[src/rtl/fetch_pkg.sv]
// Shared types and constants for the instruction fetch stage.
package fetch_pkg;

    localparam int ADDR_W = 8;
    localparam int DATA_W = 8;
    localparam int IR_W   = 2 * DATA_W;

    localparam logic CS_ACTIVE = 1'b0;
    localparam logic WR_READ   = 1'b0;

    typedef enum logic [1:0] {
        IDLE     = 2'd0,
        FETCH_LO = 2'd1,
        FETCH_HI = 2'd2,
        HOLD     = 2'd3
    } state_t;

endpackage

[src/rtl/instruction_fetch_if.sv]
// Memory pins plus the instruction valid/ready handshake to decode.
interface instruction_fetch_if;
    import fetch_pkg::*;

    logic [ADDR_W-1:0] mem_address;
    logic [DATA_W-1:0] mem_data;
    logic              mem_wr;
    logic              mem_cs;
    logic [DATA_W-1:0] mem_o;
    logic [IR_W-1:0]   ir_out;
    logic              ir_valid;
    logic              ir_ready;
    logic [ADDR_W-1:0] pc_out;

    modport master (
        output mem_address,
        output mem_data,
        output mem_wr,
        output mem_cs,
        input  mem_o,
        output ir_out,
        output ir_valid,
        input  ir_ready,
        output pc_out
    );

    modport slave (
        input  mem_address,
        input  mem_data,
        input  mem_wr,
        input  mem_cs,
        output mem_o,
        input  ir_out,
        input  ir_valid,
        output ir_ready,
        input  pc_out
    );

endinterface

[src/rtl/fetch_pc.sv]
// Program counter: load, +2 step per instruction, wraps at 2^ADDR_W.
module fetch_pc
    import fetch_pkg::*;
(
    input  logic              clock,
    input  logic              reset_n,
    input  logic              load,
    input  logic [ADDR_W-1:0] load_value,
    input  logic              inc,
    output logic [ADDR_W-1:0] pc,
    output logic [ADDR_W-1:0] pc_plus1
);

    always_ff @(posedge clock or negedge reset_n) begin
        if (!reset_n) begin
            pc <= '0;
        end else if (load) begin
            pc <= load_value;
        end else if (inc) begin
            pc <= pc + ADDR_W'(2);
        end
    end

    assign pc_plus1 = pc + ADDR_W'(1);

endmodule

[src/rtl/instruction_fetch.sv]
// Fetch stage: reads two bytes per instruction from byte-wide memory
// and hands the 16-bit word to decode over valid/ready.
module instruction_fetch
    import fetch_pkg::*;
(
    input  logic                clock,
    input  logic                reset_n,
    input  logic                enable,
    input  logic                pc_load,
    input  logic [ADDR_W-1:0]   pc_load_value,
    instruction_fetch_if.master bus
);

    state_t            state;
    state_t            state_nx;
    logic [ADDR_W-1:0] pc;
    logic [ADDR_W-1:0] pc_plus1;
    logic [IR_W-1:0]   ir_q;
    logic [ADDR_W-1:0] pc_out_q;
    logic              fetching;

    fetch_pc u_pc (
        .clock      (clock),
        .reset_n    (reset_n),
        .load       (pc_load),
        .load_value (pc_load_value),
        .inc        (state == FETCH_HI),
        .pc         (pc),
        .pc_plus1   (pc_plus1)
    );

    always_comb begin
        state_nx = state;
        unique case (state)
            IDLE:     if (enable) state_nx = FETCH_LO;
            FETCH_LO: state_nx = FETCH_HI;
            FETCH_HI: state_nx = HOLD;
            HOLD: begin
                if (bus.ir_ready) state_nx = enable ? FETCH_LO : IDLE;
            end
            default:  state_nx = IDLE;
        endcase
        // Redirect overrides everything, including a pending hold.
        if (pc_load) state_nx = enable ? FETCH_LO : IDLE;
    end

    always_ff @(posedge clock or negedge reset_n) begin
        if (!reset_n) begin
            state    <= IDLE;
            ir_q     <= '0;
            pc_out_q <= '0;
        end else begin
            state <= state_nx;
            if (!pc_load && state == FETCH_LO) begin
                ir_q[DATA_W-1:0] <= bus.mem_o;
            end
            if (!pc_load && state == FETCH_HI) begin
                ir_q[IR_W-1:DATA_W] <= bus.mem_o;
                pc_out_q            <= pc;
            end
        end
    end

    assign fetching        = (state == FETCH_LO) || (state == FETCH_HI);
    assign bus.mem_cs      = fetching ? CS_ACTIVE : ~CS_ACTIVE;
    assign bus.mem_address = (state == FETCH_HI) ? pc_plus1 : pc;
    assign bus.mem_wr      = WR_READ;
    assign bus.mem_data    = '0;
    assign bus.ir_out      = ir_q;
    assign bus.pc_out      = pc_out_q;
    assign bus.ir_valid    = (state == HOLD);

endmodule

[src/flat_wrapper.sv]
// flat-port wrapper written by rule: the top's interface ports become plain ports
module instruction_fetch_flat import fetch_pkg::*;
  (clock, reset_n, enable, pc_load, pc_load_value, bus_mem_address, bus_mem_data, bus_mem_wr, bus_mem_cs, bus_mem_o, bus_ir_out, bus_ir_valid, bus_ir_ready, bus_pc_out);
  instruction_fetch_if bus_i ();
  input  logic clock;
  input  logic reset_n;
  input  logic enable;
  input  logic pc_load;
  input  logic [ADDR_W-1:0] pc_load_value;
  output wire logic [$bits(bus_i.mem_address)-1:0] bus_mem_address;
  output wire logic [$bits(bus_i.mem_data)-1:0] bus_mem_data;
  output wire logic [$bits(bus_i.mem_wr)-1:0] bus_mem_wr;
  output wire logic [$bits(bus_i.mem_cs)-1:0] bus_mem_cs;
  input wire logic [$bits(bus_i.mem_o)-1:0] bus_mem_o;
  output wire logic [$bits(bus_i.ir_out)-1:0] bus_ir_out;
  output wire logic [$bits(bus_i.ir_valid)-1:0] bus_ir_valid;
  input wire logic [$bits(bus_i.ir_ready)-1:0] bus_ir_ready;
  output wire logic [$bits(bus_i.pc_out)-1:0] bus_pc_out;
  assign bus_mem_address = bus_i.mem_address;
  assign bus_mem_data = bus_i.mem_data;
  assign bus_mem_wr = bus_i.mem_wr;
  assign bus_mem_cs = bus_i.mem_cs;
  assign bus_i.mem_o = bus_mem_o;
  assign bus_ir_out = bus_i.ir_out;
  assign bus_ir_valid = bus_i.ir_valid;
  assign bus_i.ir_ready = bus_ir_ready;
  assign bus_pc_out = bus_i.pc_out;
  instruction_fetch u_core (.clock(clock), .reset_n(reset_n), .enable(enable), .pc_load(pc_load), .pc_load_value(pc_load_value), .bus(bus_i));
endmodule
[config.mk]
export PLATFORM = sky130hd
export DESIGN_NAME = instruction_fetch_flat
export DESIGN_NICKNAME = d
export VERILOG_FILES = /design/src/rtl/fetch_pkg.sv /design/src/rtl/instruction_fetch_if.sv /design/src/rtl/fetch_pc.sv /design/src/rtl/instruction_fetch.sv /design/src/flat_wrapper.sv
export SDC_FILE = /design/constraint.sdc
export NUM_CORES = 1
export LEC_CHECK = 0
export CORE_MARGIN = 3
export CORE_UTILIZATION = 41
export CTS_BUF_LIST = sky130_fd_sc_hd__clkbuf_4
export DETAILED_ROUTE_END_ITERATION = 10
export PLACE_DENSITY_LB_ADDON = 0.1
export SETUP_SLACK_MARGIN = 0.05
export SLEW_MARGIN = 25
export SYNTH_ARGS = -nofsm -noshare
export SYNTH_HDL_FRONTEND = slang
export SYNTH_SLANG_ARGS = --single-unit
[constraint.sdc]
create_clock -name clock -period 1.8 [get_ports clock]
set_clock_uncertainty 0.2 [all_clocks]
set_input_delay 0.27 -clock clock [delete_from_list [all_inputs] [get_ports clock]]
set_output_delay 0.27 -clock clock [all_outputs]
set_load 0.01 [all_outputs]
==> summary by stage <==
Timing
The total count of hold-check failures in the final report was 0. Final hold analysis gives a worst-case slack of 0.194 ns. Of the available clock period, the critical path in the final layout requires 116%. The number of setup violations in the final report is 9. Derived from the worst setup path, the maximum achievable clock frequency is 479 MHz. The smallest clock period supported by the final layout is computed as 2.09 ns. Summed over all failing endpoints, the final setup total negative slack is -1.90 ns.

The number of slew-limit violations in the final report is 0. In the post-route analysis, the smallest setup slack over all paths is -0.288 ns. Setup repair after global routing could not meet its margin everywhere.

Floorplan
The I/O pin count is 64. After floorplanning, the core was sized to cover 0.00406 mm^2. The initial core utilization is 43.3%. The die span in x is 71.5 um. The die covers 0.00511 mm^2. The number of standard-cell rows in the floorplan is 23. The overall die height is 71.5 um.

Power
Summed over all cells, the static leakage comes to 1.46 nW. The ratio of total power to cell area is 1460 mW/mm^2. Across the VDD grid, the largest voltage drop is 0.000829 V. Power comes to 0.00421 W.

Global routing
The initial antenna violation count is 0. Entering global routing, the biggest net connects 20 pins. The number of global-route vias before repair is 1,445. For this run the aggregate overflow at the end of global routing stands at 0. The first global-routing pass estimated 6820 um of wire.

The overall global routing resource usage is 17.1%.

Place
During placement, the flow inserted port buffers numbering 54. The half-perimeter wire length of the detailed placement result is 2990 um. The post-placement worst setup slack is -0.413 ns. The weighted congestion at the end of routability-driven global placement is 0.755. The placed cell area is 0.00251 mm^2.

Worst setup path
The arrival time reported for the critical path endpoint is 1.62 ns. Of all nets on the critical path, the largest fanout is 3. The longest individual stage delay on the worst path is 0.42 ns. For the worst setup path, the data required time is 1.33 ns. Walking the worst path, the cells encountered are inv_2 > ha_4 > buf_6 > nand4_1 > buf_4 > xnor2_2 > buf_2. For this design, the slowest cell found on the critical path is sky130_fd_sc_hd__dfrtp_1.

STA classifies the critical path startpoint as a register. By startpoint and endpoint, the worst setup path is classified as register to primary output. The worst setup path is captured at a primary output.

Clocking
The later pin in the worst-skew pair is clocked with a latency of 0.34 ns. The root buffer cell chosen for the clock tree is sky130_fd_sc_hd__clkbuf_4. After clock tree synthesis, the clock-pin slew on the worst setup and hold paths is 0.11 ns.

The longest clock path from root to sink contains 2 buffers. The tree built by TritonCTS fans out to 34 sinks. TritonCTS built the clock tree.

In this run the number of H-tree levels came out at 2. The number of buffers created by CTS is 5.

Synthesis
The number of flops mapped to enable cells by yosys is 0. The post-synthesis area per instance is 12.1 um^2. The prevailing post-synth register cell is sky130_fd_sc_hd__dfrtp_1. Synthesis produced 145 cells.

The synthesized design contains 34 register bits. The count of unique library cells instantiated by Yosys is 34. The share of the Yosys chip area taken by registers is 48.4%. After synthesis the cells add up to 0.00176 mm^2. Yosys printed 0 warnings. The fraction of registers with async set/reset is 100%.

Flow run
The count of maximum capacitance violations is 0.

Routing
Summed over all layers, the routed wires come to 4310 um. For this block, the initial DRC count from the detailed router was 70. The first TritonRoute pass finished after 4 iterations.

In this run the remaining antenna-violating nets after routing total 0. The average wire per cell in the routed design is 15.0 um. Using the TritonRoute via totals, the vias-per-cell ratio works out to 4.74. The post-detailed-route DRC marker count is 0. The detailed router placed 1,364 vias in this run.

Cells and area
At the end of the flow, the number of nets in the layout was 266. The share of cells above drive strength 1 is 44.1%. The relative area change from synthesis to final layout is 64.3%. The area of all placed cells without fillers is 0.00289 mm^2.

The repair_antennas step left the layout with diodes totalling 0.

Run status
The run finished, with violations left. The checks that failed: setup timing.

Min path
The worst hold path class is primary input to asynchronous set/reset pin.
[worst paths after layout]
| path | from | to | slack (ns) | cells past startpoint |
|---|---|---|---|---|
| setup / recovery | u_core.state[0] | bus_mem_address[4] | -0.29 | 7 |
| hold / removal | reset_n | u_core.state[1] | 0.19 | 2 |
| setup reg to reg | u_core.state[1] | u_core.bus.ir_out[8] | 0.06 | 6 |
| hold reg to reg | u_core.bus.pc_out[7] | u_core.bus.pc_out[7] | 0.29 | 2 |
| max in group asynchronous | reset_n | u_core.bus.pc_out[6] | 0.60 | 3 |
| min in group clock | pc_load_value[1] | u_core.u_pc.pc[1] | 0.28 | 3 |
[power breakdown]
part	internal [W]	switching, W
logic	0.00153	0.000885
registers	0.00108	0.000190
clock network	0.000281	0.000250
total	0.00289	0.00132
[critical path, delay by kind of cell, from the launching register on]
| family | cells | cell delay (ns) |
|---|---|---|
| XOR/XNOR | 1 | 0.12 |
| adder cells (fa/ha/maj) | 1 | 0.15 |
| buffers and inverters | 4 | 0.50 |
| flip-flops | 1 | 0.42 |
| AND/OR/NAND/NOR | 1 | 0.09 |
[final cells by class]
cell class | instances | area (um^2)
clock buffer | 5 | 37.5
clock inverter | 2 | 33.8
fill | 297 | 1170
inverter | 6 | 27.5
multi-input combinational | 97 | 968
sequential | 34 | 851
tap | 50 | 62.6
timing repair buffer | 94 | 907
[what timing repair did]
item | CTS | global route
endpoints found under the hold margin | 18 | 0
cloned | 0 | 1
gates resized for setup | 73 | 34
endpoints found under the setup margin | 10 | 45
hold buffers | 1 | 0
pin swaps | 7 | 6
setup buffers | 8 | 3
[cell usage in the layout (no fill, tap or decap), drive strengths merged, types with 3 or more instances in the layout]
cell type / n
buf: 49
clkdlybuf4s50: 34
dfrtp: 34
mux2: 25
nand2: 10
conb: 9
dlymetal6s2s: 9
o21ai: 9
xnor2: 7
ha: 7
clkbuf: 6
inv: 6
xor2: 4
nand2b: 4
nor2: 3
[registers in the layout, summed over array words and instances (netlist names)]
name / count
u_core.state: 2
u_core.bus.pc_out: 8
u_core.bus.ir_out: 16
u_core.u_pc.pc: 8
[synth_stat cells (3+ instances only)]
cell	instances	area share [%]
sky130_fd_sc_hd__buf_4	10	4.3
sky130_fd_sc_hd__buf_6	3	1.9
sky130_fd_sc_hd__dfrtp_1	34	48
sky130_fd_sc_hd__ha_1	7	5.0
sky130_fd_sc_hd__inv_1	6	1.3
sky130_fd_sc_hd__mux2_2	17	11
sky130_fd_sc_hd__mux2_4	8	6.8
sky130_fd_sc_hd__nand2_1	10	2.1
sky130_fd_sc_hd__nand2b_1	3	1.1
sky130_fd_sc_hd__nor2_1	3	0.64
sky130_fd_sc_hd__o21ai_0	8	2.3
sky130_fd_sc_hd__xnor2_1	7	3.5
sky130_fd_sc_hd__xor2_1	4	2.0
[metrics by stage]
step | instances | util (%)
after global routing | 288 | 71.2
after global placement | 270 | 61.8
final | 288 | 71.2
after detailed placement | 270 | 61.8
after floorplan | 153 | -
after CTS | 285 | 67.2
[per-layer routing]
metal | up-vias | GRT usage (%) | share of wire (%) | wire, um
li1 | 659 | - | - | -
met1 | 659 | 20.6 | 43 | 1850
met2 | 38 | 29.2 | 50 | 2160
met3 | 8 | 4.63 | 5.3 | 228
met4 | 0 | 6.68 | 1.6 | 71
met5 | - | 0 | 0 | 0
[kinds of logic (layout without fill, tap and decap cells)]
family / Yosys count / after routing / share of synthesized area [%]
AO/OA/AOI/OAI: 15 / 15 / 5.34
XOR/XNOR: 11 / 11 / 5.48
adder cells (fa/ha/maj): 7 / 7 / 4.98
buffers and inverters: 22 / 107 / 8.26
flip-flops: 34 / 34 / 48.4
multiplexers: 26 / 26 / 18.3
other: 1 / 9 / 0.213
AND/OR/NAND/NOR: 29 / 29 / 9.04
Note: power is estimated with default switching activity, not from simulation.
